## config.mk

```make
export PLATFORM = sky130hd
export DESIGN_NAME = neuron_mac
export DESIGN_NICKNAME = d
export VERILOG_FILES = /design/src/rtl/neuron_mac.sv
export SDC_FILE = /design/constraint.sdc
export NUM_CORES = 1
export LEC_CHECK = 0
export ABC_AREA = 1
export CORE_ASPECT_RATIO = 0.7
export CORE_MARGIN = 8
export CORE_UTILIZATION = 57
export DETAILED_ROUTE_END_ITERATION = 16
export PLACE_DENSITY = 0.78
export SLEW_MARGIN = 10
export SYNTH_ARGS = -nofsm -noshare
export SYNTH_HDL_FRONTEND = slang
export SYNTH_SLANG_ARGS = --single-unit
export TNS_END_PERCENT = 30
```

## constraint.sdc

```tcl
create_clock -name clk -period 4.24 [get_ports clk]
set_input_delay 0.848 -clock clk [delete_from_list [all_inputs] [get_ports clk]]
set_output_delay 0.848 -clock clk [all_outputs]
set_load 0.05 [all_outputs]
```

## src/rtl/neuron_mac.sv

```systemverilog
// neuron_mac: sequential multiply-accumulate neuron with a step activation.
// It streams weight/input pairs from two synchronous memories and compares the signed sum against THRESH.
module neuron_mac #(
  parameter int N_INPUTS = 10,
  parameter int W = 16,
  parameter int ACC_W = 40,
  parameter logic signed [ACC_W-1:0] THRESH = '0
) (
  input  logic                    clk,
  input  logic                    rst_n,
  input  logic                    start,
  output logic [15:0]             rom_addr,
  input  logic signed [W-1:0]     w_data,
  output logic [15:0]             x_addr,
  input  logic signed [W-1:0]     x_data,
  output logic                    busy,
  output logic                    done,
  output logic signed [ACC_W-1:0] acc_out,
  output logic                    fire
);
  typedef enum logic [2:0] {IDLE, ISSUE, DRAIN, ACT, DONE} state_t;
  state_t state;
  logic vld;
  logic signed [ACC_W-1:0] acc;
  logic signed [2*W-1:0] prod;
  assign prod = w_data * x_data;
  assign x_addr = rom_addr;
  // vld marks the cycle in which read data for an issued address (1..N_INPUTS) is present
  always_ff @(posedge clk or negedge rst_n)
    if (!rst_n) begin
      state <= IDLE;
      rom_addr <= '0;
      vld <= 1'b0;
      acc <= '0;
      busy <= 1'b0;
      done <= 1'b0;
      acc_out <= '0;
      fire <= 1'b0;
    end else begin
      vld <= (state == ISSUE);
      if (vld) acc <= acc + ACC_W'(prod);
      case (state)
        IDLE:
          if (start) begin
            state <= ISSUE;
            rom_addr <= 16'd1;
            acc <= '0;
            busy <= 1'b1;
          end
        ISSUE:
          if (rom_addr == 16'(N_INPUTS)) begin
            state <= DRAIN;
            rom_addr <= '0;
          end else rom_addr <= rom_addr + 16'd1;
        DRAIN: state <= ACT;
        ACT: begin
          state <= DONE;
          acc_out <= acc;
          fire <= (acc >= THRESH);
          done <= 1'b1;
        end
        DONE: begin
          state <= IDLE;
          done <= 1'b0;
          busy <= 1'b0;
        end
        default: state <= IDLE;
      endcase
    end
endmodule

```

# --- Word level (Yosys, flattened, before mapping) ---
# Index checks and enable logic that the tools add are counted.
totals:
  reg_bits: 103
  input_bits: 35
  out_inout_bits: 75
op_classes:
  add_sub_neg: 2
  multipliers: 1
  magnitude_cmp: 1
  eq_ne: 7
  muxes: 12
  n_reduce_logical: 7
op_table:
  columns: ["cell", "n"]
  rows:
  - ["$mux 40", 3]
  - ["$add 40x32->40", 1]
  - ["$ge 40x1->1 const B", 1]
  - ["$mul 16x16->32", 1]
  - ["$mux 16", 2]
  - ["$pmux 16 s2", 1]
  - ["$add 16x1->16 const B", 1]
  - ["$eq 16x4->1 const B", 1]
  - ["$pmux 3 s4", 1]
  - ["$eq 3x2->1 const B", 2]
  - ["$mux 3", 2]
  - ["$reduce_and 2->1", 3]
  - ["$reduce_bool 2->1", 3]
  - ["$pmux 1 s2", 2]
  - ["$eq 3x1->1 const B", 1]
  - ["$eq 3x3->1 const B", 1]
  - ["$logic_not 3->1", 1]
  - ["$ne 2x1->1 const B", 1]
  - ["$ne 2x2->1 const B", 1]
  - ["$mux 1", 1]

# --- Depth between registers and ports, before layout ---
depth:
  ltp_word: 5
  mapped_depth: 31
  mapped_depth_nobuf: 29

# --- Worst setup path after synthesis ---
# No wires, ideal clock.
synth_timing:
  path_kind: "input-to-reg"
  from: "in x_data[3]"
  to: "reg acc[39]"
  setup_time_ps: 113
  arrival_ps: 6284
  required_time_ps: 4127
  setup_slack_ps: -2157
  path_stages: 24
  n_path_buf: 2
  cell_sequence: "clkbuf_1 > clkbuf_1 > nand2_1 > inv_1 > fa_1 > fa_1 > inv_1 > fa_1 > fa_1 > inv_1 > fa_1 > inv_1 > fa_1 > inv_1 > ha_1 > nand2_1 > nor2_1 > nand2_1 > nor2_1 > nand4_1 > nand4_1 > nand3_1 > nand2_1 > inv_1"
synth_between:
  elab_chain_cells: 5
synth_lines:
  columns: ["item", "line_no", "rtl"]
  rows:
  - ["start, declared", "15", "input logic signed [W-1:0] x_data,"]
  - ["$mul 16x16->32 (*)", "26", "assign prod = w_data * x_data;"]
  - ["$add 40x32->40 (*)", "41", "if (vld) acc <= acc + ACC_W'(prod);"]
  - ["$mux 40 (*)", "41", null]
  - ["$mux 40", "44", "if (start) begin"]
  - ["$mux 40 (*)", "42", "case (state)"]
  - ["end signal, assigned", "41", null]
  - ["end, declared", "24", "logic signed [ACC_W-1:0] acc;"]
# Mark *: on every way between the ends. The rest lies on a longest branch, timed or not.
# A chain may end at the register's enable or synchronous reset.

# --- Worst setup path after layout ---
layout_timing:
  from: "in w_data[15]"
  to: "reg acc[37]"
layout_between:
  elab_chain_cells: 5
layout_lines:
  columns: ["item", "line_no", "rtl"]
  rows:
  - ["start, declared", "13", "input logic signed [W-1:0] w_data,"]
  - ["$mul 16x16->32 (*)", "26", null]
  - ["$add 40x32->40 (*)", "41", null]
  - ["$mux 40 (*)", "41", null]
  - ["$mux 40", "44", null]
  - ["$mux 40 (*)", "42", null]
# Marks and branches as above.

==> impl_metrics.env <==
export IMPL_die_h_microns=166
export IMPL_crit_fanout=7
export IMPL_grt_pass1_vias=17456
export IMPL_insertion_delay_ns=0.36
export IMPL_setup_ws_ns=-1.68
export IMPL_yosys_top_cells_area="fa_1 (36%), inv_1 (15%), dfrtp_1 (14%)"
export IMPL_required_ns=4.50
export IMPL_drt_initial_drc_count=1488
export IMPL_synth_top_area_share_pct=36.2
export IMPL_port_buffer_count=109
export IMPL_nets=3185
export IMPL_start_util_pct=58.2
export IMPL_drt_total_wl_microns=55800
export IMPL_relSlewSlack_pct=28.9
export IMPL_crit_end="acc[37]"
export IMPL_yosysSeqAreaShare_pct=14.1
export IMPL_fin_crit_ns=5.92
export IMPL_synthArstFlopShare_pct=100
export IMPL_outcome="finished with violations"
export IMPL_n_antenna_cell=0
export IMPL_cts_htree_levels=3
export IMPL_arrival_ns=6.19
export IMPL_hold_buffers=0
export IMPL_die_w_microns=230
export IMPL_vias=16375
export IMPL_fin_crit_sh_pct=140
export IMPL_startpoint="w_data[15]"
export IMPL_core_sq_um=31400
export IMPL_postRouteAntennaNets=0
export IMPL_netlist_top_cells_count="inv_1 (731), nand2_1 (632), fa_1 (330)"
export IMPL_fmax_mhz=169
export IMPL_rr_endpoint="acc[24]"
export IMPL_syn_area_per_cell_sq_um=7.61
export IMPL_maxCapViolations=0
export IMPL_syn_inst=2397
export IMPL_synth_distinct_cells=42
export IMPL_hold_ws_ns=0.478
export IMPL_maxSlewViolCount=0
export IMPL_setup_violations=35
export IMPL_ys_flop_type="dfrtp_1"
export IMPL_cts_tree="done"
export IMPL_syn_area_sq_um=18200
export IMPL_setup_tns_ns=-47.25
export IMPL_crit_type="primary input to register"
export IMPL_drive_gt1_share_pct=23.4
export IMPL_reg2reg_slack_ns=-0.47
export IMPL_area_growth_pct=30.1
export IMPL_clk_pin_slew_worst_paths_ns=0.09
export IMPL_grt_ovfl_total=0
export IMPL_rsz0062_at_grt="true"
export IMPL_ys_warn_count=0
export IMPL_dpl_hpwl_microns=42100
export IMPL_stdcell_area_sq_um=23700
export IMPL_drc=0
export IMPL_grt_use_total_pct=29.1
export IMPL_grt_pass1_wl_microns=89600
export IMPL_drtPass1Iterations=6
export IMPL_grt_max_degree=78
export IMPL_antenna_found_initial=0
export IMPL_synth_most_common_cell="inv_1"
export IMPL_critPathLaunchType="primary input"
export IMPL_fillers=2198
export IMPL_viasPerCell=5.23
export IMPL_pre_cts_slack_ns=-2.59
export IMPL_yosys_area_top_type="fa_1"
export IMPL_worst_setup_path_end_kind="register"
export IMPL_cts_inserted_buffers=9
export IMPL_synth_seq_cells=103
export IMPL_clockRootBuffer="clkbuf_16"
export IMPL_gp_congestion=0.970
export IMPL_finalHoldViolCount=0
export IMPL_skew_ns=0.0172
export IMPL_worstHoldPathType="register to register"
export IMPL_ctsLongestPathBuffers=2
export IMPL_dpl_instance_area_sq_um=21500
export IMPL_timing_rr_start="acc[15]"
export IMPL_row_count=54
export IMPL_worst_pin_slew_ns=1.07
export IMPL_worstRegToRegCells=20
export IMPL_synth_fp_nets=2879
export IMPL_wl_per_cell_microns=17.8
export IMPL_cts_sinks=103
export IMPL_die_area_sq_um=38100
export IMPL_violations="setup timing"
export IMPL_boundaryPins=110
export IMPL_synth_edff_count=0
## through the flow
step / cells / utilization [%]
5_1_grt: 3128 / 75.6
3_5_place_dp: 3040 / 68.7
6_report: 3128 / 75.6
3_3_place_gp: 3040 / 68.7
2_1_floorplan: 2397 / -
4_1_cts: 3121 / 74.1
## area by class of cell
class / count / area, sq um / share of cell area (%)
timing repair buffer: 392 / 3780 / 15.9
inverter: 741 / 2790 / 11.8
tap: 420 / 526 / 2.22
clock inverter: 7 / 92.6 / 0.390
sequential: 103 / 2580 / 10.9
clock buffer: 9 / 225 / 0.950
multi-input combinational: 1456 / 13700 / 57.9
## what timing repair did
action,4_1_cts,5_1_grt
gates resized for setup,316,136
pin swaps,96,91
setup buffers,56,6
gates cloned,9,1
endpoints found under the hold margin,0,0
endpoints found under the setup margin,36,36
## kinds of logic (layout without fill, tap and decap cells)
family | count (synthesis) | count (layout) | share of synthesized area [%]
adders and majority gates | 447 | 447 | 44.3
muxes | 1 | 1 | 0.0618
and+or+nand+nor | 861 | 861 | 19.3
buffers and inverters | 838 | 1149 | 17.7
DFF | 103 | 103 | 14.1
xor gates and xnor gates | 3 | 3 | 0.144
AOI/OAI and AO/OA | 144 | 144 | 4.39
## sequential cells by signal, indices dropped and copies added, names as in the netlist
register	flops
acc	40
acc_out	40
rom_addr	16
state	3
busy	1
done	1
fire	1
vld	1
## worst min-delay path by stage
| stage | depth (start not counted) | to | from | slack (ns) |
|---|---|---|---|---|
| after CTS | 2 | acc_out[30] | acc_out[30] | 0.48 |
| after global placement | 2 | acc_out[7] | acc_out[7] | 0.45 |
| after floorplan | 2 | acc_out[5] | acc[5] | 0.47 |
| after detailed placement | 2 | acc_out[30] | acc_out[30] | 0.46 |
| after global routing | 2 | acc_out[26] | acc_out[26] | 0.51 |
| final | 2 | acc_out[6] | acc_out[6] | 0.48 |
## worst max-delay path, stage by stage
cell     delay [ns]
buf_12         0.11
buf_12         0.14
buf_6          0.12
nand2_4        0.05
inv_2          0.04
fa_2           0.61
fa_1           0.47
inv_4          0.13
fa_2           0.48
buf_6          0.14
buf_6          0.11
fa_1           0.47
inv_1          0.06
fa_1           0.51
inv_2          0.05
fa_1           0.48
inv_2          0.05
ha_4           0.29
nand2_4        0.08
nor2_4         0.15
nand2_4        0.08
nor2_4         0.12
nand4_1        0.19
nand4_1        0.16
nand3_1        0.09
nand2_1        0.08
inv_1          0.04
## cell usage in the layout, fill, tap and decap left out, types with 21 or more instances in the layout
| cell | Yosys | layout |
|---|---|---|
| buf_4 | 18 | 216 |
| nor2_1 | 95 | 48 |
| nor2_2 | 5 | 28 |
| buf_12 | 0 | 23 |
| ha_1 | 117 | 83 |
| nand2_4 | 1 | 31 |
| nand2_1 | 632 | 550 |
| fa_1 | 330 | 313 |
| a21oi_1 | 47 | 21 |
| nand3_1 | 73 | 67 |
| nor2_4 | 3 | 27 |
| inv_2 | 8 | 49 |
| ha_4 | 0 | 34 |
| nand2_2 | 11 | 63 |
| a21oi_2 | 0 | 21 |
| o21ai_0 | 63 | 52 |
| inv_1 | 731 | 687 |
| dfrtp_1 | 103 | 103 |
| buf_6 | 0 | 34 |
| clkdlybuf4s50_1 | 0 | 77 |
## layer usage
layer / track usage (%) / share of wire, %
met1: 37.8 / 39
met2: 48.3 / 48
met3: 7.85 / 9.9
met4: 6.76 / 2.4
met5: 0 / 0
Power is not shown: default switching activity piles up to over one toggle a cycle in this logic, so the estimate is an artifact.
==> RTL change (same settings) <==
Set the parameter `ACC_W` to 48 (it was 40).
--- a/src/rtl/neuron_mac.sv
+++ b/src/rtl/neuron_mac.sv
@@ -5,3 +5,3 @@
   parameter int W = 16,
-  parameter int ACC_W = 40,
+  parameter int ACC_W = 48,
   parameter logic signed [ACC_W-1:0] THRESH = '0
Ports: changed (resized acc_out); port bits go from 110 to 118. The function was not compared with the original's and may differ.
==> RTL change against the unedited design <==
  * The run still ends with setup timing left
  * Global-route usage increased by 2.0 points
  * Setup slack got worse by 110 ps
  * Synthesized cell count increased by 17%
  * Die area increased by 14%
  * Sequential cell count increased by 16
  * Count of clock-buffer cells in the layout increased by 8
  * Area after synthesis increased by 15%
  * Clock skew decreased by 3.5 ps
  * Routed wire length increased by 16%
  * Sequential share of layout area increased by 0.25 points
  * Cell area increased by 13%
  * Highest routed layer is now met5
Power is not shown: default switching activity piles up to over one toggle a cycle in this logic, so the estimate is an artifact.
==> RTL change: results (changes against the unedited design) <==
Cells and area
  • Final Non-Filler Cells: 3589 (+15%)
  • Layout cell share with drive strength beyond 1: 19.9% (-3.4 points)
  • Area occupied by multi-input gates: 15600 um^2 (+14%)
  • # fillers: 2605 (+19%)
  • Storage element area: 2980 um^2 (+16%)
  • Area growth, synth to finish: 28.0%
  • Clk cell area share: 2.12% (+0.78 points)
  • Largest registers: acc: 48 flops, acc_out: 48 flops, rom_addr: 16 flops

Synthesis
  • Synth Instances: 2799 (+17%)
  • Seq/Total Area, Yosys: 14.2% (+0.090 points)
  • Syn Nets: 3329 (+16%)
  • Commonest cells in the netlist: 861 x inv_1, 788 x nand2_1, 362 x fa_1
  • Synth area leaders: fa_1 35%, inv_1 15%, dfrtp_1 14%, nand2_1 14%, ha_1 8.0%
  • Yosys reg bits: 119 (+16%)

Placed design
  • DP Worst Slack: -2680 ps (-88.7 ps)
  • Placed cell areas: 24500 um^2 (+14%)
  • Placed insts: 3512 (+16%)
  • Dpl hpwl: 50.0 mm (+19%)
  • I/O Buffers: 117 (+7.3%)
  • RD Place Congestion: 0.956 (-1.4%)

Route
  • DR WL met2: 28.9 mm (+7.3%)
  • Detailed-routing wirelength on met1: 26.5 mm (+20%)
  • Met3 WL: 7.91 mm (+44%)
  • 1st-pass router iterations: 5 (-1)
  • Initial DRC count: 1574 (+5.8%)
  • Via Count: 18886 (+15%)
  • Total Routed Length: 64.9 mm (+16%)

GRT
  • Vias in the first global route: 20184 (+16%)
  • Largest net degree at the start of global routing: 73 (-6.4%)
  • Global routing usage on met3: 10.9% (+3.0 points)
  • Overall Global Routing Usage: 31.1% (+2.0 points)
  • GR Util met2: 47.7% (-0.61 points)
  • Initial antenna violation count: 3 (+3)
  • Global-route wire length before repair: 105 mm (+18%)
  • M1 GR Usage: 41.8% (+4.0 points)

STA
  • Setup ws final: -1800 ps (-114 ps)
  • Clk_skew: 13.7 ps (-3.53 ps)
  • Setup violators final: 43 (+23%)
  • TNS Setup: -63820 ps (-16570 ps)
  • Slew margin rel.: 24.0% (-4.9 points)

Clock network
  • Clock-pin transition on the worst setup and hold timing paths: 60 ps (-30 ps)
  • Clock latency on the worst-skew pair: 450 ps (+90 ps)

Critical path
  • Critical Path Max Stage Delay: 670 ps (+60 ps)
  • Crit-path max FO: 6 (-1)

Outcome
  • Violated checks: setup timing
  • Status: complete, but fails checks
## RTL change: logic make-up after synthesis
family,Yosys count,synth area share (%)
compound gates,148,3.98
xor+xnor,9,0.377
fa+ha+maj,495,42.6
buf+inv,972,17.9
flops,119,14.2
mux,1,0.0538
simple gates,1055,20.9
## RTL change: worst paths after layout
path                                  start     endpoint  slack [ps]  cells past startpoint
worst max-delay path              x_data[3]      acc[43]       -1800                     25
worst min-delay path            acc_out[44]  acc_out[44]         470                      2
worst max register to register      acc[31]      acc[43]        -400                     20
worst min register to register  acc_out[44]  acc_out[44]         470                      2
max in group asynchronous             rst_n          vld        2680                      2
min in group asynchronous             rst_n       acc[9]         560                      1
## RTL change: timing repair
item / 4_1_cts / 5_1_grt
pin swaps: 73 / 58
buffers inserted: 23 / 9
cloned: 13 / 0
resized for setup: 239 / 107
setup endpoints to repair: 44 / 44
